$ cat src/rtl/arb_pkg.sv
// -----------------------------------------------------------------------------
// arb_pkg
// Shared definitions for the round-robin 2:1 arbiter (arbitro_mux2x1_rr).
//   arb_state_t : arbiter FSM states
//   GNT_*       : one-hot grant encodings
//   HOLD_SAT    : saturation value of the consecutive-grant counter
//   gnt_of()    : grant vector decoded from a state
// -----------------------------------------------------------------------------
package arb_pkg;

    typedef enum logic [1:0] {
        IDLE = 2'd0,
        GNT0 = 2'd1,
        GNT1 = 2'd2
    } arb_state_t;

    localparam logic [1:0] GNT_NONE = 2'b00;
    localparam logic [1:0] GNT_0    = 2'b01;
    localparam logic [1:0] GNT_1    = 2'b10;

    localparam logic [7:0] HOLD_SAT = 8'd255;

    function automatic logic [1:0] gnt_of(input arb_state_t s);
        case (s)
            GNT0:    gnt_of = GNT_0;
            GNT1:    gnt_of = GNT_1;
            default: gnt_of = GNT_NONE;
        endcase
    endfunction

endpackage

$ cat src/rtl/arbitro_mux2x1_rr_mux.sv
// -----------------------------------------------------------------------------
// arbitro_mux2x1_rr_mux
// WIDTH-bit 2:1 datapath built from one mux2x1_mfd per bit. Purely
// combinational; the output register lives in the arbiter top.
//   d0_i  : requester 0 data
//   d1_i  : requester 1 data
//   sel_i : 0 selects d0_i, 1 selects d1_i
//   y_o   : selected data
// -----------------------------------------------------------------------------
module arbitro_mux2x1_rr_mux #(
    parameter int WIDTH = 8
) (
    input  logic [WIDTH-1:0] d0_i,
    input  logic [WIDTH-1:0] d1_i,
    input  logic             sel_i,
    output logic [WIDTH-1:0] y_o
);

    for (genvar b = 0; b < WIDTH; b++) begin : g_bit
        mux2x1_mfd u_mux (
            .i0 (d0_i[b]),
            .i1 (d1_i[b]),
            .S  (sel_i),
            .Y  (y_o[b])
        );
    end

endmodule

$ cat src/rtl/mux2x1_mfd.sv
// -----------------------------------------------------------------------------
// mux2x1_mfd
// 1-bit 2:1 multiplexer.
//   i0 : selected when S = 0
//   i1 : selected when S = 1
//   S  : select
//   Y  : output
// -----------------------------------------------------------------------------
module mux2x1_mfd (
    input  logic i0,
    input  logic i1,
    input  logic S,
    output logic Y
);

    assign Y = S ? i1 : i0;

endmodule

$ cat src/rtl/arbitro_mux2x1_rr.sv
// -----------------------------------------------------------------------------
// arbitro_mux2x1_rr
// Round-robin arbiter sharing a 2:1 mux datapath between two requesters.
// A registered FSM drives one-hot grants and the mux select; the selected
// data is returned on a registered output with a valid flag.
//
// Ports
//   clk     : clock, rising edge
//   rst_n   : asynchronous active-low reset
//   req     : request lines, req[0] requester 0, req[1] requester 1
//   d0, d1  : requester data
//   gnt     : registered one-hot grant (never 2'b11)
//   sel     : registered mux select (held while IDLE)
//   y       : registered mux output, mux taken with the current registered sel
//   y_valid : y came from a granted source that was still requesting
//
// Handshake: a requester raises req[i] and holds it until gnt[i] is seen;
// the grant stays while req[i] stays high. Dropping req[i] releases the
// grant on the next edge. A request that drops before being granted is lost.
//
// Configuration macro: ARB_TIMEOUT_EN
//   defined   : a holder is forced to hand over after MAX_HOLD consecutive
//               grant cycles if the other requester is waiting.
//   undefined : the holder keeps the grant until it drops its request.
// -----------------------------------------------------------------------------
module arbitro_mux2x1_rr
    import arb_pkg::*;
#(
    parameter int WIDTH    = 8,
    parameter int MAX_HOLD = 4
) (
    input  logic             clk,
    input  logic             rst_n,
    input  logic [1:0]       req,
    input  logic [WIDTH-1:0] d0,
    input  logic [WIDTH-1:0] d1,
    output logic [1:0]       gnt,
    output logic             sel,
    output logic [WIDTH-1:0] y,
    output logic             y_valid
);

    if (MAX_HOLD < 1 || MAX_HOLD > 255) begin : g_bad_max_hold
        $error("MAX_HOLD must be in 1..255");
    end

    arb_state_t       state_q, state_d;
    logic             last_q;
    logic [1:0]       gnt_q;
    logic             sel_q;
    logic [WIDTH-1:0] y_q;
    logic             y_valid_q;
    logic [WIDTH-1:0] mux_y;

`ifdef ARB_TIMEOUT_EN
    localparam logic [7:0] HOLD_LIMIT = 8'(MAX_HOLD - 1);
    logic [7:0] hold_cnt_q;
    logic       expired;

    assign expired = (hold_cnt_q == HOLD_LIMIT);
`else
    logic       expired;

    assign expired = 1'b0;
`endif

    // Next-state: ties from IDLE go to the requester not served last;
    // a release hands straight over to a waiting requester.
    always_comb begin
        state_d = state_q;
        case (state_q)
            IDLE: begin
                case (req)
                    2'b01:   state_d = GNT0;
                    2'b10:   state_d = GNT1;
                    2'b11:   state_d = last_q ? GNT0 : GNT1;
                    default: state_d = IDLE;
                endcase
            end
            GNT0: begin
                if (req[0] && !(req[1] && expired)) state_d = GNT0;
                else if (req[1])                    state_d = GNT1;
                else                                state_d = IDLE;
            end
            GNT1: begin
                if (req[1] && !(req[0] && expired)) state_d = GNT1;
                else if (req[0])                    state_d = GNT0;
                else                                state_d = IDLE;
            end
            default: state_d = IDLE;
        endcase
    end

    arbitro_mux2x1_rr_mux #(.WIDTH(WIDTH)) u_dp (
        .d0_i  (d0),
        .d1_i  (d1),
        .sel_i (sel_q),
        .y_o   (mux_y)
    );

    always_ff @(posedge clk or negedge rst_n) begin
        if (!rst_n) begin
            state_q   <= IDLE;
            last_q    <= 1'b1;
            gnt_q     <= GNT_NONE;
            sel_q     <= 1'b0;
            y_q       <= '0;
            y_valid_q <= 1'b0;
`ifdef ARB_TIMEOUT_EN
            hold_cnt_q <= '0;
`endif
        end else begin
            state_q   <= state_d;
            gnt_q     <= gnt_of(state_d);
            // Datapath uses the grant/select that were active this cycle.
            y_q       <= mux_y;
            y_valid_q <= |(gnt_q & req);
            if (state_d == GNT0) begin
                sel_q  <= 1'b0;
                last_q <= 1'b0;
            end else if (state_d == GNT1) begin
                sel_q  <= 1'b1;
                last_q <= 1'b1;
            end
`ifdef ARB_TIMEOUT_EN
            if (state_d != IDLE && state_d == state_q) begin
                if (hold_cnt_q != HOLD_SAT) hold_cnt_q <= hold_cnt_q + 8'd1;
            end else begin
                hold_cnt_q <= '0;
            end
`endif
        end
    end

    assign gnt     = gnt_q;
    assign sel     = sel_q;
    assign y       = y_q;
    assign y_valid = y_valid_q;

endmodule
$ cat config.mk
export PLATFORM = sky130hd
export DESIGN_NAME = arbitro_mux2x1_rr
export DESIGN_NICKNAME = d
export VERILOG_FILES = /design/src/rtl/arb_pkg.sv /design/src/rtl/arbitro_mux2x1_rr_mux.sv /design/src/rtl/mux2x1_mfd.sv /design/src/rtl/arbitro_mux2x1_rr.sv
export SDC_FILE = /design/constraint.sdc
export NUM_CORES = 1
export LEC_CHECK = 0
export CAP_MARGIN = 25
export CORE_MARGIN = 3
export CORE_UTILIZATION = 38
export CTS_BUF_LIST = sky130_fd_sc_hd__clkbuf_4 sky130_fd_sc_hd__clkbuf_8 sky130_fd_sc_hd__clkbuf_16
export DETAILED_ROUTE_END_ITERATION = 6
export GPL_ROUTABILITY_DRIVEN = 0
export PLACE_DENSITY_LB_ADDON = 0.15
export SYNTH_ARGS = -nofsm -noshare
export SYNTH_HDL_FRONTEND = slang
export SYNTH_HIERARCHICAL = 1
export SYNTH_SLANG_ARGS = --single-unit
$ cat constraint.sdc
create_clock -name clk -period 1.7 [get_ports clk]
set_input_delay 0.34 -clock clk [delete_from_list [all_inputs] [get_ports clk]]
set_output_delay 0.34 -clock clk [all_outputs]
set_load 0.02 [all_outputs]
Yosys cells after proc, flatten, opt, wreduce, memory -nomap -nowiden. Index checks and enable logic that the tools add are counted.

Equal/unequal tests: 7. Reduce and logical (&&, ||, !) cells: 3. Muxes and demuxes: 18. Bitwise logic cells: 1.

Operators with widths (count): case mux 2 bit (3 select lines) (2); two-way mux 1 bit (11); equality test 2 bit (second input constant) (4); two-way mux 2 bit (4); equality test 2 x 1 -> 1 bit (second input constant) (3); case mux 2 bit (2 select lines) (1); AND 2 bit (1); logical NOT 2 bit (1); nonzero test 2 bit (1); OR reduction 2 bit (1).

Register bits after elaboration: 15. Logic and storage cells: 35. Output and inout port bits: 12. Input port bits: 20.

Depth between registers and ports, before layout. Gate-level depths: netlist of the first run.

Depth in word-level cells: 6. Gate-level depth with buffers: 5. Depth with buffers taken out: 5.

Modules after synthesis. The synthesis of the first run kept the hierarchy.

By module, submodules not included: arbitro_mux2x1_rr (cells an instance 32, times used 1, seq. area each 376.6 um2, area an instance 509.2 um2); mux2x1_mfd (cells an instance 1, times used 8, seq. area each 0.0 um2, area an instance 15.0 um2).

Worst setup path before layout of the first run. No wires, ideal clock.

Path kind: register -> register. Start: reg last_q. End: reg sel_q, in the netlist sel. Library setup time: 127 ps. Path buffers: 0. Path slack: 401 ps. Data required time: 1573 ps. Period minus slack after synthesis: 1299 ps. Arrival: 1172 ps. Cell stages (with the launch flop): 6. Path through: dfstp_2 -> nand2b_1 -> a21o_1 -> ha_1 -> nand2_1 -> o21ai_0.

Word-level cells in the longest chain between the ends: 5. Elaborated cells between the ends (all ways): 7. Classes of those cells: eq/ne: 2; mux: 4; reduce/logical: 1.

Ends and longest elaborated chain: start, declared (line arbitro_mux2x1_rr.sv:48) `logic last_q;`; start signal, assigned (line arbitro_mux2x1_rr.sv:104) `last_q <= 1'b1;`; start signal, assigned (line arbitro_mux2x1_rr.sv:120) `last_q <= 1'b0;`; start signal, assigned (line arbitro_mux2x1_rr.sv:123) `last_q <= 1'b1;`; two-way mux 2 bit * (line arbitro_mux2x1_rr.sv:76) `2'b11: state_d = last_q ? GNT0 : GNT1;`; case mux 2 bit (3 select lines) * (line arbitro_mux2x1_rr.sv:73) `case (req)`; case mux 2 bit (3 select lines) * (line arbitro_mux2x1_rr.sv:71) `case (state_q)`; named net state_d[1] (line arbitro_mux2x1_rr.sv:47) `arb_state_t state_q, state_d;`; equality test 2 x 1 -> 1 bit / equality test 2 bit (equally long branches) (line arbitro_mux2x1_rr.sv:118, arbitro_mux2x1_rr.sv:121); two-way mux 1 bit / nonzero test 2 bit (equally long branches); end signal, assigned (line arbitro_mux2x1_rr.sv:106) `sel_q <= 1'b0;`; end signal, assigned (line arbitro_mux2x1_rr.sv:119) `sel_q <= 1'b0;`; end signal, assigned (line arbitro_mux2x1_rr.sv:122) `sel_q <= 1'b1;`; end, declared (line arbitro_mux2x1_rr.sv:50) `logic sel_q;`.

Mark *: on every way through the listed nets, which the timed path passes. The rest lies on a longest branch. A chain may end at the register's enable or synchronous reset.

Worst setup path in the final report of the first run.
Start: reg sel_q, in the netlist sel. End: out sel.

RTL lines: end, declared (line arbitro_mux2x1_rr.sv:38) `output logic sel,`.

No word-level cell between the ends.

==> out/qor.yml, run 1 <==
status: "finished, final reports clean"
initial_core_util: 0.413
postLayoutCellArea_mm2: 0.00100
avgSynthCellArea_um2: 15.7
cts_max_level: 1
wl_um: 1270
pin_count: 32
fp.coreArea_mm2: 0.00152
internal_power_uw: 950
grt_usage: 0.144
cpMaxStageDelayCell: "clkdlybuf4s50_1"
vias: 441
insertion_delay_ns: 0.28
synth_fa_ha_area_frac: 0.0596
min_period_ns: 1.61
gr-total-overflow: 0
synth_top_family_by_area: "multiplexers"
grt_pass1_vias: 432
yosys-top-cells-count: "dfrtp_1 (14), mux2_4 (8), ha_1 (3)"
slowest_delay_ns: 0.61
reg2reg_slack_ns: 0.28
required_ns: 1.36
synth_xor_area_frac: 0
synth_flop_cell: "dfrtp_1"
finalPower_uw: 1400
drc_errors: 0
synthArstFlopShare: 1.00
power_frac_seq: 0.372
synth.most_common_cell: "dfrtp_1"
synth-seq-area-share: 0.598
cts_buffers: 3
p_leak_uw: 0.000469
clk_pin_slew_worst_paths_ns: 0.09
die_y_um: 46.7
finalSetupViolations: 0
combinationalPowerShare: 0.472
clk_path_buf_depth: 2
finalMaxSlewViolations: 0
worst_hold_path_type: "in -> async"
p_per_area_mw_per_mm2: 1400
tritoncts: "done"
path_class: "reg -> out"
num_rows: 14
synth_top_area_cell: "dfrtp_1"
dr.pass1.iters: 2
crit_buf_inv: 1
cp-end-kind: "output port"
hold_viol: 0
fill_cells: 127
r2r_end: "sel$_DFFE_PN0P_"
postRouteAntennaNets: 0
final.setup.tns_ns: 0
synth_compound_area_frac: 0.0775
worstPathCellList: "clkdlybuf4s50_1"
syn_inst: 40
syn-num-nets: 63
avgRoutedWirePerCell_um: 13.7
sw_frac_of_total: 0.323
post-place-ws_ns: -0.0577
synthToLayoutAreaGrowth_pct: 59.6
cts_root_buffer: "clkbuf_4"
cp_top_family: "buffers and inverters"
max-cap-violations: 0
finalWorstSetupSlack_ns: 0.0912
post_dp_cell_area_um2: 975
synth_top_area_frac: 0.557
synth.cell_area_um2: 629
p_sw_uw: 454
synthMuxAreaShare: 0.207
antenna_found_initial: 0
grt_max_degree: 16
worstRegToRegCells: 5
rsz0062_at_grt: "false"
worst_pin_slew_ns: 0.231
vias_per_cell: 4.74
diodes: 0
peakVddDrop_uv: 888
ys_ff_latch: 15
crit_arrival_ns: 1.27
timing.slew.headroom: 0.845
drive_gt1_frac: 0.208
nNetsFinal: 101
skew_ns: 0.00456
yosysWarnings: 6
yosys.area_share.simple: 0.0517
cts_resized: 0
period_share: 0.946
fmax_mhz: 622
holdBufCountCts: 0
post-route-util: 0.659
cp-start-kind: "register"
cts.sinks: 15
synthTopCellsByArea: "dfrtp_1 (56%), mux2_4 (19%), ha_1 (6.0%), dfstp_2 (4.2%), nor3b_2 (2.0%)"
grt_pass1_wl_um: 2040
synth_edf_count: 0
ys_types: 18
post_cts_buffers: 0
port_buffers: 31
drt_first_iter_violations: 4
dieArea_mm2: 0.00218
critPathMaxFanout: 2
die_w_um: 46.7
timing.rr.start: "last_q$_DFFE_PN1P_"
clkPwrFrac: 0.156
==> registers in the layout (all words and copies together) (netlist names) <==
register,cells
y,8
state_q,2
gnt,2
y_valid,1
last_q,1
sel,1
==> metrics by stage <==
step	hold WS [ns]	instances
3_5_place_dp	0.476	89
5_1_grt	0.372	93
3_3_place_gp	0.468	89
2_1_floorplan	0.0444	40
4_1_cts	0.364	93
6_report	0.360	93
==> area by class of cell <==
cell class | instances | area (um^2) | area share
timing repair buffer | 33 | 325 | 0.324
sequential | 15 | 377 | 0.375
tap | 16 | 20.0 | 0.0199
multi-input combinational | 24 | 249 | 0.248
clock buffer | 4 | 30.0 | 0.0299
inverter | 1 | 3.75 | 0.00374
==> worst max-delay path by stage <==
stage | start | endpoint | cells after the start
after CTS | sel$_DFFE_PN0P_ | sel | 1
after global routing | sel$_DFFE_PN0P_ | sel | 1
after floorplan | last_q$_DFFE_PN1P_ | sel$_DFFE_PN0P_ | 5
after detailed placement | req[1] | sel$_DFFE_PN0P_ | 6
after global placement | req[1] | last_q$_DFFE_PN1P_ | 5
final | sel$_DFFE_PN0P_ | sel | 1
==> cell usage in the layout (no fill, tap or decap) <==
| cell | instances |
|---|---|
| a21o_1 | 1 |
| a21oi_1 | 1 |
| a22o_1 | 1 |
| buf_4 | 2 |
| clkbuf_4 | 4 |
| clkdlybuf4s50_1 | 31 |
| dfrtp_1 | 14 |
| dfstp_2 | 1 |
| ha_1 | 3 |
| inv_1 | 1 |
| mux2_4 | 8 |
| mux2i_1 | 1 |
| nand2_1 | 1 |
| nand2b_1 | 1 |
| nor2_1 | 1 |
| nor2b_1 | 1 |
| nor3b_2 | 1 |
| o21a_1 | 1 |
| o21ai_0 | 1 |
| o21ai_1 | 1 |
| o21ba_1 | 1 |
==> routing by layer <==
metal  global-route usage  vias to the layer above  wire (um)
met5                    0                        -          0
met4               0.0663                        0         12
met3               0.0508                        2        104
met2                0.234                       23        683
met1                0.169                      202        471
li1                     -                      214          -
==> power by group through the flow <==
stage	combinational, uW	clock, uW	sequential [uW]
after floorplan	221	0	677
after global placement	655	0	526
after detailed placement	667	0	529
after CTS	673	226	523
after global routing	713	241	533
final	663	219	522
==> cells by family after synthesis <==
kind of cell	after synthesis
AOI/OAI and AO/OA	7
muxes	9
and+or+nand+nor	5
DFF	15
buffers and inverters	1
adders and majority gates	3
Note: power is estimated with default switching activity, not from simulation.
==> run 2: changes to the inputs <==
Settings changed: CTS_CLUSTER_DIAMETER set to 40.
==> results of run 2 <==
No change in the layout: final DEF, timing and power equal those of run 1.
==> run 3: changes to the inputs <==
Settings changed: ABC_CLOCK_PERIOD_IN_PS set to 1700.
==> results of run 3 <==
No change in the layout: final DEF, timing and power equal those of run 1.
